File: src/rtl/cp0_unit_pkg.sv
// rtl/cp0_unit_pkg.sv - CP0 register numbers, exception codes and field positions
package cp0_unit_pkg;

  localparam logic [4:0] CP0_SR    = 5'd12;
  localparam logic [4:0] CP0_CAUSE = 5'd13;
  localparam logic [4:0] CP0_EPC   = 5'd14;
  localparam logic [4:0] CP0_PRID  = 5'd15;

  typedef enum logic [4:0] {
    EXC_INT     = 5'd0,
    EXC_ADEL    = 5'd4,
    EXC_ADES    = 5'd5,
    EXC_SYSCALL = 5'd8,
    EXC_RI      = 5'd10,
    EXC_OV      = 5'd12
  } exc_code_e;

  localparam logic [31:0] HANDLER_ADDR = 32'h0000_4180;

  localparam int SR_IE        = 0;
  localparam int SR_EXL       = 1;
  localparam int SR_IM_LO     = 10;
  localparam int CAUSE_EXC_LO = 2;
  localparam int CAUSE_IP_LO  = 10;
  localparam int CAUSE_BD     = 31;

endpackage

File: src/rtl/cp0_unit.sv
// rtl/cp0_unit.sv - CP0 exception/interrupt controller with SR, Cause, EPC and PRId
module cp0_unit
  import cp0_unit_pkg::*;
#(
  parameter logic [31:0] PRID = 32'h0000_0701,
  parameter int          IM_W = 6
) (
  input  logic            clk,
  input  logic            reset,
  input  logic            en,
  input  logic [4:0]      addr,
  input  logic [31:0]     wdata,
  output logic [31:0]     rdata,
  input  logic [31:0]     vpc,
  input  logic            bd_in,
  input  logic [4:0]      exc_code_in,
  input  logic [IM_W-1:0] hw_int,
  input  logic            eret,
  output logic            req,
  output logic [31:0]     epc_out
);

  logic [IM_W-1:0] sr_im;
  logic            sr_exl;
  logic            sr_ie;
  logic            cause_bd;
  logic [IM_W-1:0] cause_ip;
  logic [4:0]      cause_exc;
  logic [31:0]     epc;

  logic        int_req;
  logic        exc_req;
  logic [31:0] epc_src;

  assign int_req = (|(hw_int & sr_im)) & sr_ie & ~sr_exl;
  assign exc_req = (exc_code_in != 5'd0) & ~sr_exl;
  assign req     = int_req | exc_req;

  // A faulting delay-slot instruction must restart at its branch.
  assign epc_src = bd_in ? (vpc - 32'd4) : vpc;

  assign epc_out = (en && addr == CP0_EPC) ? {wdata[31:2], 2'b00} : epc;

  always_ff @(posedge clk) begin
    if (reset) begin
      sr_im     <= '0;
      sr_exl    <= 1'b0;
      sr_ie     <= 1'b0;
      cause_bd  <= 1'b0;
      cause_ip  <= '0;
      cause_exc <= 5'd0;
      epc       <= 32'd0;
    end else begin
      cause_ip <= hw_int;
      if (req) begin
        sr_exl    <= 1'b1;
        cause_bd  <= bd_in;
        cause_exc <= int_req ? 5'd0 : exc_code_in;
        epc       <= {epc_src[31:2], 2'b00};
      end else begin
        if (en && addr == CP0_SR) begin
          sr_im  <= wdata[SR_IM_LO +: IM_W];
          sr_exl <= wdata[SR_EXL];
          sr_ie  <= wdata[SR_IE];
        end
        if (en && addr == CP0_EPC) epc <= wdata;
        // eret is applied last so it wins over a same-cycle SR write.
        if (eret) sr_exl <= 1'b0;
      end
    end
  end

  always_comb begin
    rdata = 32'd0;
    case (addr)
      CP0_SR: begin
        rdata[SR_IM_LO +: IM_W] = sr_im;
        rdata[SR_EXL]           = sr_exl;
        rdata[SR_IE]            = sr_ie;
      end
      CP0_CAUSE: begin
        rdata[CAUSE_BD]              = cause_bd;
        rdata[CAUSE_IP_LO +: IM_W]   = cause_ip;
        rdata[CAUSE_EXC_LO +: 5]     = cause_exc;
      end
      CP0_EPC:  rdata = epc;
      CP0_PRID: rdata = PRID;
      default:  rdata = 32'd0;
    endcase
  end

endmodule

File: config.mk
export PLATFORM = sky130hd
export DESIGN_NAME = cp0_unit
export DESIGN_NICKNAME = d
export VERILOG_FILES = /design/src/rtl/cp0_unit_pkg.sv /design/src/rtl/cp0_unit.sv
export SDC_FILE = /design/constraint.sdc
export NUM_CORES = 1
export LEC_CHECK = 0
export CORE_MARGIN = 2
export CORE_UTILIZATION = 48
export DETAILED_ROUTE_END_ITERATION = 7
export GPL_TIMING_DRIVEN = 0
export PLACE_DENSITY = 0.85
export SYNTH_ARGS = -nofsm -noshare
export SYNTH_HDL_FRONTEND = slang
export SYNTH_SLANG_ARGS = --single-unit
File: constraint.sdc
create_clock -name clk -period 5.6 [get_ports clk]
set_input_delay 1.12 -clock clk [delete_from_list [all_inputs] [get_ports clk]]
set_output_delay 1.12 -clock clk [all_outputs]
set_load 0.02 [all_outputs]
==> results.toml <==
[outcome]
status = "complete, no violations"

[timing]
rsz0062_at_grt = "false"
fin_crit_sh_pct = 96.06
finalClockSkew_ps = 10.34
drv_slew = 0
tns_ps = 0
hold_violations = 0
relSlewSlack_pct = 46.41
fin_crit_ps = 5379
finalSetupViolCount = 0
max_slew.worst_pin.slew_ps = 800.9
timing.fmax_ghz = 0.1859

[clock_tree]
cts_tree = "done"
numCtsBuffers = 5
htreeDepth = 2
cts_hold_buf = 0
cts_buffer_depth = 2
cts-root-buf = "clkbuf_8"
clock_latency_ps = 320
cts_setup_buffers = 0
clock-sinks = 52
clk_pin_slew_worst_paths_ps = 100
post_cts_resized = 0

[global_routing]
grt_max_degree = 17
grt_pass1_wl_microns = 21460
antenna_found_initial = 0
overflow = 0
grt_pass1_vias = 4140
grt_usage_pct = 31.72

[drt]
totalWireLength_microns = 13890
via_per_inst = 6.174
drcViolationCount = 0
route.antenna.remaining_nets = 0
drt_iter0_drc = 399
num_vias = 4495
wl_per_cell_microns = 19.09
drtPass1Iterations = 5

[synthesis]
synth_area_leader_cell = "dfxtp_1"
yosys_warnings = 0
avgSynthCellArea_sq_um = 7.805
synthesis.nets = 561
synth_area_leaders = "dfxtp_1 (28%), and3_1 (5.9%), clkbuf_1 (4.2%)"
yosysMostFrequentCell = "dfxtp_1"
yosysUniqueCellTypes = 52
netlist_instances = 475
synth_top_area_share_pct = 28.08
synth_edf_count = 0
synth_commonest_cells = "dfxtp_1 (52), clkbuf_1 (41), nand2_1 (36), and3_1 (35), nor2_1 (26)"
seq_area_frac_synth_pct = 28.08
syn_area_sq_mm = 0.003707
ys_async_sr_fraction_pct = 0
synthFlopType = "dfxtp_1"
synth_seq_cells = 52

[floorplan]
core-area_sq_mm = 0.007607
rows = 32
io_pins = 150
die_y_microns = 91.89
die_x_microns = 91.89
initial_core_util_pct = 48.73
die_area_sq_mm = 0.008443

[critical_path]
cp_data_arrival_time_ps = 4260
start_kind = "input port"
crit_path_end_kind = "output pin"
worstPathRequired_ps = 4480
critical_path_class = "input port to output pin"
critPathMaxFanout = 10

[layout]
fin_util_pct = 70.49
nFillCells = 669
layout-drive-gt1-share_pct = 7.188
areaGrowthSynthToFinish_pct = 44.65
final_nets = 711
diodes = 0

[pwr]
pwr_density_cell_mw_per_mm2 = 178.3
power.total_uw = 955.9
p_leak_uw = 0.002004
vdd_drop_max_mv = 0.1214

[placement]
gp_congestion = 0.9427
io_buffers = 143
hpwl_microns = 10990

[worst_hold_path]
hold_path.class = "flop to flop"

[flow_run]
cap_violations = 0
[registers in the layout, indices dropped and copies added, names as in the netlist]
signal,cells
sr_exl,1
sr_im,6
cause_exc,5
sr_ie,1
cause_bd,1
cause_ip,6
epc,32
[placed cells by master (no fill, tap or decap), drive strengths merged, types with 4 or more instances in the layout]
cell           instances
clkdlybuf4s50        143
dfxtp                 52
clkbuf                47
nand2                 36
and3                  35
nor2                  26
or2                   22
a21boi                19
nor4                  17
nand3                 16
or4                   16
mux2i                 15
a21oi                 14
o41ai                 14
o31ai                 13
or3                   13
a31oi                 13
a211oi                12
nor2b                 10
a311oi                 8
xnor2                  7
nor3                   7
a22oi                  6
buf                    6
or3b                   5
inv                    5
o21ai                  4
[per-stage QoR]
step	std cells	worst slack [ps]	instance area, sq um	hold WS [ps]
after floorplan	475	1812	3707	443.5
after detailed placement	720	281.8	5266	474.5
after global routing	728	150.6	5363	509.1
final	728	220.7	5363	498.5
after CTS	728	269.8	5363	484.3
after global placement	720	270.1	5266	459.2
[layer usage]
layer | vias to the layer above | share of wire, % | global-route usage [%]
met5 | - | 0 | 0
met4 | 0 | 1.9 | 8.582
met3 | 28 | 8.3 | 5.341
met2 | 264 | 46 | 51.78
met1 | 2093 | 44 | 43.43
li1 | 2110 | - | -
[layout make-up]
class                           count  area, sq um  area share (%)
Timing Repair Buffer              143         1431           26.69
Clock buffer                        6        82.58           1.540
Clock inverter                      2        13.76          0.2566
Tap cell                          102        127.6           2.380
Inverter                            5        18.77          0.3500
Buffer                             47        193.9           3.616
Sequential cell                    52         1041           19.41
Multi-Input combinational cell    371         2454           45.75
[power breakdown]
group          leakage (uW)  switching, uW  total (uW)  internal, uW
clock             0.0000516            130         231           101
combinational       0.00152            162         313           151
sequential         0.000431           14.9         411           396
[kinds of logic after synthesis]
group / after synthesis / synth area share [%]
buffers and inverters: 52 / 5.737
and+or+nand+nor: 219 / 33.92
adders and majority gates: 1 / 0.3374
AOI/OAI and AO/OA: 123 / 24.60
xor gates and xnor gates: 10 / 2.363
muxes: 18 / 4.961
DFF: 52 / 28.08
[critical path, stage by stage]
cell and delay (ps):
clkdlybuf4s50_1 430, a22o_1 260, o311a_1 420, nor2_1 650, clkinv_1 460, clkbuf_1 320, clkdlybuf4s50_1 590
[path summary, 6_finish.rpt]
kind         startpoint  endpoint  slack, ps  depth (start not counted)
max           hw_int[2]       req        220                          7
min            sr_im[4]  sr_im[4]        500                          2
max reg2reg    sr_im[2]   epc[17]       2770                          6
min reg2reg    sr_im[4]  sr_im[4]        500                          2
Note: power is estimated with default switching activity, not from simulation.
